### config.mk
export PLATFORM = sky130hd
export DESIGN_NAME = shift_seq_ctrl_flat
export DESIGN_NICKNAME = d
export VERILOG_FILES = /design/src/rtl/shift_seq_if.sv /design/src/rtl/shift_seq_ctrl.sv /design/src/flat_wrapper.sv
export SDC_FILE = /design/constraint.sdc
export NUM_CORES = 1
export LEC_CHECK = 0
export CORE_UTILIZATION = 47
export DETAILED_ROUTE_END_ITERATION = 12
export PLACE_DENSITY_LB_ADDON = 0.05
export SETUP_SLACK_MARGIN = 0.05
export SLEW_MARGIN = 20
export SYNTH_ARGS = -nofsm -noshare
export SYNTH_HDL_FRONTEND = slang
export SYNTH_SLANG_ARGS = --single-unit
### constraint.sdc
create_clock -name clk -period 1.85 [get_ports clk]
set_input_delay 0.37 -clock clk [delete_from_list [all_inputs] [get_ports clk]]
set_output_delay 0.37 -clock clk [all_outputs]
set_load 0.05 [all_outputs]
### src/rtl/shift_seq_if.sv
// shift_seq_if: control/datapath bundle between the ALU controller and the shift sequencer
//   master: drives start, op, data_in, shamt, flush; observes busy, done, result
//   slave : the sequencer side of the same signals
interface shift_seq_if #(
    parameter int WIDTH = 32,
    parameter int SHW   = 5
);
    logic             start;
    logic [1:0]       op;
    logic [WIDTH-1:0] data_in;
    logic [SHW-1:0]   shamt;
    logic             flush;
    logic             busy;
    logic             done;
    logic [WIDTH-1:0] result;

    modport master (
        output start, op, data_in, shamt, flush,
        input  busy, done, result
    );

    modport slave (
        input  start, op, data_in, shamt, flush,
        output busy, done, result
    );
endinterface

### src/rtl/shift_seq_ctrl.sv
// shift_seq_ctrl: multi-cycle SLL/SRL/SRA/ROTR sequencer applying one 1-bit step per clock
//   clk   : rising-edge clock
//   rst_n : asynchronous active-low reset
//   bus   : shift_seq_if.slave (start/op/data_in/shamt/flush in, busy/done/result out)
module shift_seq_ctrl #(
    parameter int WIDTH = 32,
    parameter int SHW   = 5
) (
    input  logic           clk,
    input  logic           rst_n,
    shift_seq_if.slave     bus
);
    typedef enum logic [1:0] {IDLE, SHIFT, DONE} state_t;

    state_t           state_q;
    logic             busy_q;
    logic             done_q;
    logic [WIDTH-1:0] result_q;
    logic [SHW-1:0]   count_q;
    logic [1:0]       op_q;
    logic [WIDTH-1:0] step_d;

    // SRA and ROTR differ only in the bit shifted into the MSB
    always_comb begin
        step_d = (op_q == 2'b00) ? {result_q[WIDTH-2:0], 1'b0} :
                 (op_q == 2'b01) ? {1'b0, result_q[WIDTH-1:1]} :
                 {(op_q[0] ? result_q[0] : result_q[WIDTH-1]), result_q[WIDTH-1:1]};
    end

    always_ff @(posedge clk or negedge rst_n) begin
        if (!rst_n) begin
            state_q  <= IDLE;
            busy_q   <= 1'b0;
            done_q   <= 1'b0;
            result_q <= '0;
            count_q  <= '0;
            op_q     <= 2'b00;
        end else begin
            done_q <= 1'b0;
            if (bus.flush) begin
                // abort wins over everything, including a simultaneous start in IDLE
                state_q <= IDLE;
                busy_q  <= 1'b0;
            end else begin
                case (state_q)
                    IDLE: if (bus.start) begin
                        result_q <= bus.data_in;
                        op_q     <= bus.op;
                        count_q  <= bus.shamt;
                        busy_q   <= 1'b1;
                        state_q  <= (bus.shamt == '0) ? DONE : SHIFT;
                        done_q   <= (bus.shamt == '0);
                    end
                    SHIFT: begin
                        result_q <= step_d;
                        count_q  <= count_q - 1'b1;
                        if (count_q == SHW'(1)) begin
                            state_q <= DONE;
                            done_q  <= 1'b1;
                        end
                    end
                    DONE: begin
                        state_q <= IDLE;
                        busy_q  <= 1'b0;
                    end
                    default: begin
                        state_q <= IDLE;
                        busy_q  <= 1'b0;
                    end
                endcase
            end
        end
    end

    assign bus.busy   = busy_q;
    assign bus.done   = done_q;
    assign bus.result = result_q;
endmodule
### src/flat_wrapper.sv
// flat-port wrapper written by rule: the top's interface ports become plain ports
module shift_seq_ctrl_flat 
#(
    parameter int WIDTH = 32,
    parameter int SHW   = 5
)
  (clk, rst_n, bus_start, bus_op, bus_data_in, bus_shamt, bus_flush, bus_busy, bus_done, bus_result);
  shift_seq_if #(.WIDTH(WIDTH), .SHW(SHW)) bus_i ();
  input  logic clk;
  input  logic rst_n;
  input wire logic [$bits(bus_i.start)-1:0] bus_start;
  input wire logic [$bits(bus_i.op)-1:0] bus_op;
  input wire logic [$bits(bus_i.data_in)-1:0] bus_data_in;
  input wire logic [$bits(bus_i.shamt)-1:0] bus_shamt;
  input wire logic [$bits(bus_i.flush)-1:0] bus_flush;
  output wire logic [$bits(bus_i.busy)-1:0] bus_busy;
  output wire logic [$bits(bus_i.done)-1:0] bus_done;
  output wire logic [$bits(bus_i.result)-1:0] bus_result;
  assign bus_i.start = bus_start;
  assign bus_i.op = bus_op;
  assign bus_i.data_in = bus_data_in;
  assign bus_i.shamt = bus_shamt;
  assign bus_i.flush = bus_flush;
  assign bus_busy = bus_i.busy;
  assign bus_done = bus_i.done;
  assign bus_result = bus_i.result;
  shift_seq_ctrl #(.WIDTH(WIDTH), .SHW(SHW)) u_core (.clk(clk), .rst_n(rst_n), .bus(bus_i));
endmodule
==> metrics.md <==
| Metric | Value |
|---|---|
| Status | `finished clean` |
| Routed vias/inst | `slightly below 6` |
| Max VDD drop | `~0.59 mV` |
| Number of distinct library cells after synthesis | `38` |
| Starting density of the core | `about half` |
| Synth Flop Type | `dfrtp_1` |
| Rel. slew slack | `roughly 67%` |
| Met2 WL | `about 3200 um` |
| Startpoint types | `register` |
| Ys async rst share | `between 90% and 100%` |
| Crit path max fanout | `3` |
| Number of CTS-inserted buffers | `5` |
| Synthesis-stage register bit count | `43` |
| Reg clk slew, reported paths | `about 80 ps` |
| Final HPWL DP | `slightly below 5000 um` |
| Die area | `approximately 5800 um^2` |
| Post-Route Skew | `about 5.9 ps` |
| Boundary Pins | `between 70 and 80` |
| CP required | `slightly above 2000 ps` |
| CTS tree | `yes` |
| Setup CP Type | `reg -> reg` |
| Place WS | `-171 ps` |
| # rows | `26` |
| Antenna diode count | `0` |
| FMAX | `between 500 and 600 MHz` |
| Final Non-Filler Cells | `430` |
| IO Port Bufs | `76` |
| Max_cap viols | `0` |
| Worst slew pin tran | `495 ps` |
| Cells after synthesis | `about 280` |
| CTS H-tree lvls | `2` |
| Tot Pwr | `3880 uW` |
| CP cell instances | `inv_1 > ha_1 > or3b_2 > a211oi_1 > a2bb2oi_1` |
| Post-Place Cells | `between 400 and 500` |
| Highest routed metal layer | `met4` |
| Total Nets Final | `404` |
| Syn_nets | `328` |
| Detail Route Antenna Nets | `0` |
| Pleak | `0.00142 uW` |
| Root Driver | `clkbuf_8` |
| Crit end category | `register` |
| Vias in the first global route | `roughly 2.3k` |
| RSZ-0062 raised after global routing | `no` |
| Worst min path class | `in -> async` |
| Die width | `~76 um` |
| Critical Path AT | `1940 ps` |
| Area growth from synthesis to layout | `34.9%` |
| Final min period | `approximately 1700 ps` |
| Die Ht | `between 70 and 80 um` |
| CP max-delay cell | `or3b_2` |
| Most used cells in the layout excluding fill and tap cells | `buf_4, dfrtp_1, clkdlybuf4s50_1, nor2_1, a211oi_1` |
| DR WL/cell | `approximately 16 um` |
| DR pass1 iterations | `4` |
| Worst path max stage delay | `between 400 and 500 ps` |
| Final Worst Setup Slack | `~120 ps` |
| Tcrit/Tclk final | `between 90 and 100%` |
| Sum of buffers and inverters on the critical path | `1` |
| Metal3 WL | `328 um` |
| Yosys warns | `0` |
| Crit-path leading delay family | `simple AND/OR/NAND/NOR gates` |
| Final slew viol count | `0` |
| Largest net degree at the start of global routing | `27` |
| DRC Markers | `0` |
| RD Place Congestion | `0.799` |
| Number of synthesized flops with an enable pin | `0` |
| Hold Worst Slack | `15.1 ps` |
| Register area share after synthesis | `about two fifths` |
| PwrDens | `1120 nW/um^2` |
| Final Setup Violations | `0` |
| Cell area after synthesis | `roughly 2600 um^2` |
| Final hold vios | `0` |
| Vias post-DR | `2567` |
| Final setup TNS | `0 ps` |
| Clk buf depth | `2` |
| Total wire length | `approximately 7000 um` |
| Clk_lat worst skew | `290 ps` |
| CTS Hold Buffers Added | `0` |
| Most common cell after layout, fill and taps aside | `buf_4` |
| Drt first-iter violations | `approximately 120` |
| Core Region | `5170 um^2` |
| Initial antenna violation count | `0` |
| Clock sinks | `43` |
| Fraction of layout cells with a size suffix above 1 | `19.7%` |
| Gr usage total | `approximately a quarter` |
| Synth Area per Inst | `between 9 and 10 um^2` |
| WL met1 | `between 3000 and 4000 um` |
| First-pass GRT wire length | `between 10000 and 15000 um` |
| GRT Residual Overflow | `0` |
==> flip-flops by register name, summed over array words and instances, names as in the netlist <==
register           count
u_core.state_q         2
u_core.bus.busy        1
u_core.op_q            2
u_core.bus.result     32
u_core.count_q         5
u_core.bus.done        1
==> cell type report <==
class	count	area, um^2
Inverter	2	7.51
Tap cell	70	87.6
Fill cell	452	1710
Timing Repair Buffer	100	876
Multi-Input combinational cell	207	1330
Sequential cell	43	1080
Clock buffer	7	76.3
Clock inverter	1	5.00
==> cells by family (layout without fill, tap and decap cells) <==
family,after synthesis,in the layout,share of synthesized area (%)
AO/OA/AOI/OAI,144,144,38.6
flip-flops,43,43,42.0
adder cells (fa/ha/maj),2,2,0.975
multiplexers,2,2,0.878
buffers and inverters,33,110,6.49
AND/OR/NAND/NOR,59,59,11.1
==> worst register-to-register path, cell delays in order, from the launching register on <==
cell and delay [ps]:
dfrtp_1 420, inv_1 110, ha_1 190, or3b_2 470
a211oi_1 250, a2bb2oi_1 210
==> per-layer routing <==
metal / up-vias / global-route usage [%]
li1: 1221 / -
met1: 1248 / 35.3
met2: 91 / 43.2
met3: 7 / 4.10
met4: 0 / 4.32
met5: - / 0
==> metrics by stage <==
| step | area [um^2] | util [%] |
|---|---|---|
| 5_1_grt | 3460 | 66.9 |
| 4_1_cts | 3460 | 66.8 |
| 3_5_place_dp | 3370 | 65.2 |
| 2_1_floorplan | 2560 | - |
| 3_3_place_gp | 3370 | 65.2 |
| 6_report | 3460 | 66.9 |
==> cell usage after synthesis, types with 2 or more instances <==
| cell | instances | area, um^2 |
|---|---|---|
| dfrtp_1 | 43 | 1080 |
| buf_4 | 7 | 52.6 |
| o211ai_1 | 2 | 15.0 |
| o31ai_1 | 31 | 233 |
| nor3_1 | 2 | 10.0 |
| a21oi_1 | 6 | 30.0 |
| inv_1 | 2 | 7.51 |
| nand2b_1 | 2 | 12.5 |
| nor2_1 | 36 | 135 |
| ha_1 | 2 | 25.0 |
| o21ai_0 | 8 | 40.0 |
| mux2_1 | 2 | 22.5 |
| o2bb2ai_1 | 2 | 17.5 |
| clkbuf_1 | 11 | 41.3 |
| nand3b_1 | 2 | 15.0 |
| nor2b_1 | 2 | 12.5 |
| or2_1 | 2 | 12.5 |
| o21ai_1 | 25 | 125 |
| a211oi_1 | 32 | 240 |
| buf_2 | 13 | 65.1 |
| o21a_1 | 30 | 225 |
| nor3b_1 | 2 | 15.0 |
| nand2_1 | 3 | 11.3 |
| nor2_2 | 2 | 12.5 |
==> final timing paths <==
path / endpoint / depth (start not counted) / slack, ps / start
max in group asynchronous: u_core.bus.result[1]$_DFFE_PN0P_ / 2 / 1330 / rst_n
worst max register to register: u_core.count_q[4]$_DFFE_PN0P_ / 5 / 120 / u_core.count_q[0]$_DFFE_PN0P_
min in group clk: u_core.bus.busy$_DFFE_PN0P_ / 2 / 520 / u_core.bus.busy$_DFFE_PN0P_
worst min-delay path: u_core.bus.result[17]$_DFFE_PN0P_ / 1 / 20 / rst_n
worst max-delay path: u_core.count_q[4]$_DFFE_PN0P_ / 5 / 120 / u_core.count_q[0]$_DFFE_PN0P_
worst min register to register: u_core.bus.busy$_DFFE_PN0P_ / 2 / 520 / u_core.bus.busy$_DFFE_PN0P_
==> power breakdown <==
| part | switching (uW) | total (uW) | internal (uW) | leakage, uW |
|---|---|---|---|---|
| combinational | 1190 | 1900 | 708 | 0.000852 |
| sequential | 244 | 1390 | 1150 | 0.000529 |
| clock | 319 | 585 | 266 | 0.0000422 |
| total | 1750 | 3880 | 2120 | 0.00142 |
==> repair_timing <==
action                                  4_1_cts  5_1_grt
resized for setup                             0        1
endpoints found under the hold margin         0        0
endpoints found under the setup margin        0       12
setup buffers                                 0        0
Power figures use the tool's default switching activity.
==> edit: new RTL, same settings <==
`SHW` is set to 5 in 3 places; all go to 6.
--- a/src/rtl/shift_seq_if.sv
+++ b/src/rtl/shift_seq_if.sv
@@ -4,5 +4,5 @@
 interface shift_seq_if #(
     parameter int WIDTH = 32,
-    parameter int SHW   = 5
+    parameter int SHW   = 6
 );
     logic             start;
--- a/src/rtl/shift_seq_ctrl.sv
+++ b/src/rtl/shift_seq_ctrl.sv
@@ -5,5 +5,5 @@
 module shift_seq_ctrl #(
     parameter int WIDTH = 32,
-    parameter int SHW   = 5
+    parameter int SHW   = 6
 ) (
     input  logic           clk,
--- a/src/flat_wrapper.sv
+++ b/src/flat_wrapper.sv
@@ -3,5 +3,5 @@
 #(
     parameter int WIDTH = 32,
-    parameter int SHW   = 5
+    parameter int SHW   = 6
 )
   (clk, rst_n, bus_start, bus_op, bus_data_in, bus_shamt, bus_flush, bus_busy, bus_done, bus_result);
Ports: changed (resized bus_shamt); port bits go from 77 to 78. No check against the original RTL was run, so the function may have changed too.
==> edit against the unedited design <==
Design area is 3.5% lower. Setup slack better by 0.18 ns. Non-clock buffer count is 10 lower. Combinational power is 18% lower. Fmax is 12% higher. Total power is 9.8% lower. Wire length is 10% lower. Sequential cell count is 1 higher. Area after synthesis is 4.6% lower. Sequential share of layout area is 1.9 points higher. Clock skew is 0.0023 ns higher. Largest cell class unchanged.
==> edit: results (changes against the unedited design) <==
{| class="wikitable"
! Metric !! Value
|-
| Detail-routed via count per cell || 5.54 (-7.2%)
|-
| Number of violations reported at the end of detailed-routing iteration 0 || 111 (-3.5%)
|-
| Placed instance area || 3260 um^2 (-3.4%)
|-
| Synth area leaders || dfrtp_1 (45%), a211oi_1 (9.5%), o21ai_1 (9.2%)
|-
| Vias in the first global route || 2,079 (-11%)
|-
| Number of buffer cells added on primary ports || 77 (+1.3%)
|-
| Nets || 401 (-0.74%)
|-
| Data arrival time at the worst-slack endpoint || 1.72 ns (-0.22 ns)
|-
| Cell family contributing the most delay on the critical path || simple AND/OR/NAND/NOR gates
|-
| Critical path's slowest cell || or4_4
|-
| Pin count of the biggest net entering global routing || 45 (+67%)
|-
| Fraction of final layout cells sized beyond drive strength 1 || 0.172 (-0.0254)
|-
| Global-route wire length before repair || 10,000 um (-11%)
|-
| Maximum buffer depth of the clock tree || 2 (unchanged)
|-
| Slew margin rel. || 0.667 (-0.00183)
|-
| FFs w/ async S/R, synth || 1.00 (unchanged)
|-
| Fin Clk Skew || 0.00814 ns (+0.00227 ns)
|-
| VDD IR-drop max || 0.531 mV (-9.3%)
|-
| Static Leakage || 1.43 nW (+0.50%)
|-
| Worst-case register-to-register setup slack || 0.35 ns (+0.23 ns)
|-
| Part of the Yosys area used for sequential elements || 0.450 (+0.0304)
|-
| Total iterations of the first detailed-routing run || 5 (+1)
|-
| Final std cells w/o fill || 422 (-1.9%)
|-
| Syn nets || 327 (-0.30%)
|-
| Overall routing resource usage || 0.238 (-0.0182)
|-
| Routed metal-1 wire length || 3000 um (-9.2%)
|-
| Overall routed net length || 6210 um (-10%)
|-
| Run status || finished, final reports clean
|-
| Crit-path max FO || 2 (-1)
|-
| Synth cell types || 35 (-7.9%)
|-
| Routability congestion estimate || 0.806 (+0.88%)
|-
| Fill cell total of the finished layout || 420 (-7.1%)
|-
| Synth cell count leaders || o21ai_1 (45), dfrtp_1 (44), nand2_1 (34)
|-
| Post-Synthesis Cells || 281 (-0.71%)
|-
| Worst path max stage delay || 0.54 ns (+0.07 ns)
|-
| Met2 wirelength from detailed routing || 2800 um (-13%)
|-
| Post-detail-place hpwl || 4230 um (-14%)
|}
==> edit: cell count changes after synthesis, sizes merged, moves of 4 or more <==
cell,delta
o21a,-28
o21ai,+36
nor2b,+29
o31ai,-31
nor2,-26
clkbuf,-6
nand2,+31
nor3,+4
==> edit: routing by layer <==
metal,vias to the layer above,GRT usage
met4,0,0.0769
met2,70,0.360
met3,10,0.0461
li1,1159,-
met1,1100,0.344
met5,-,0
==> edit: worst paths after layout <==
| path | startpoint | to | depth (start not counted) |
|---|---|---|---|
| max reg2reg | u_core.state_q[1] | u_core.bus.result[31] | 4 |
| min | rst_n | u_core.count_q[0] | 2 |
| max | bus_shamt[2] | u_core.state_q[0] | 5 |
| max in group asynchronous | rst_n | u_core.bus.result[27] | 2 |
| min reg2reg | u_core.bus.busy | u_core.bus.busy | 1 |
| min in group clk | u_core.bus.busy | u_core.bus.busy | 1 |
==> edit: cell families (layout without fill, tap and decap cells) <==
group	after synthesis	after routing	share of synthesized area
AND/OR/NAND/NOR	91	91	0.189
buffers and inverters	26	100	0.0552
adder cells (fa/ha/maj)	2	2	0.0102
multiplexers	3	3	0.0133
AO/OA/AOI/OAI	115	115	0.283
flip-flops	44	44	0.450
==> edit: power breakdown <==
group / switching [mW] / internal (mW) / total (mW)
Clock: 0.324 / 0.257 / 0.582
Sequential: 0.214 / 1.15 / 1.36
Combinational: 0.986 / 0.567 / 1.55
Total: 1.52 / 1.97 / 3.50
==> edit: timing repair <==
action | CTS | global route
resized for setup | 0 | 1
hold endpoints to repair | 0 | 0
endpoints found under the setup margin | 0 | 1
==> edit: metrics by stage <==
stage	TNS [ns]	worst slack, ns	hold slack, ns	total power [mW]
2_1_floorplan	0	0.493	0.0744	2.39
3_3_place_gp	0	0.00404	0.369	2.90
3_5_place_dp	-0.0148	-0.0148	0.364	2.93
4_1_cts	0	0.0689	0.0509	3.51
5_1_grt	0	0.195	0.0585	3.67
6_report	0	0.303	0.0305	3.50
==> edit: layout make-up <==
cell class	count	area, um^2	area share
tap	67	83.8	0.0251
multi-input combinational	211	1220	0.365
sequential	44	1100	0.330
clock inverter	1	5.00	0.00150
inverter	3	11.3	0.00337
timing repair buffer	90	846	0.253
clock buffer	6	72.6	0.0217
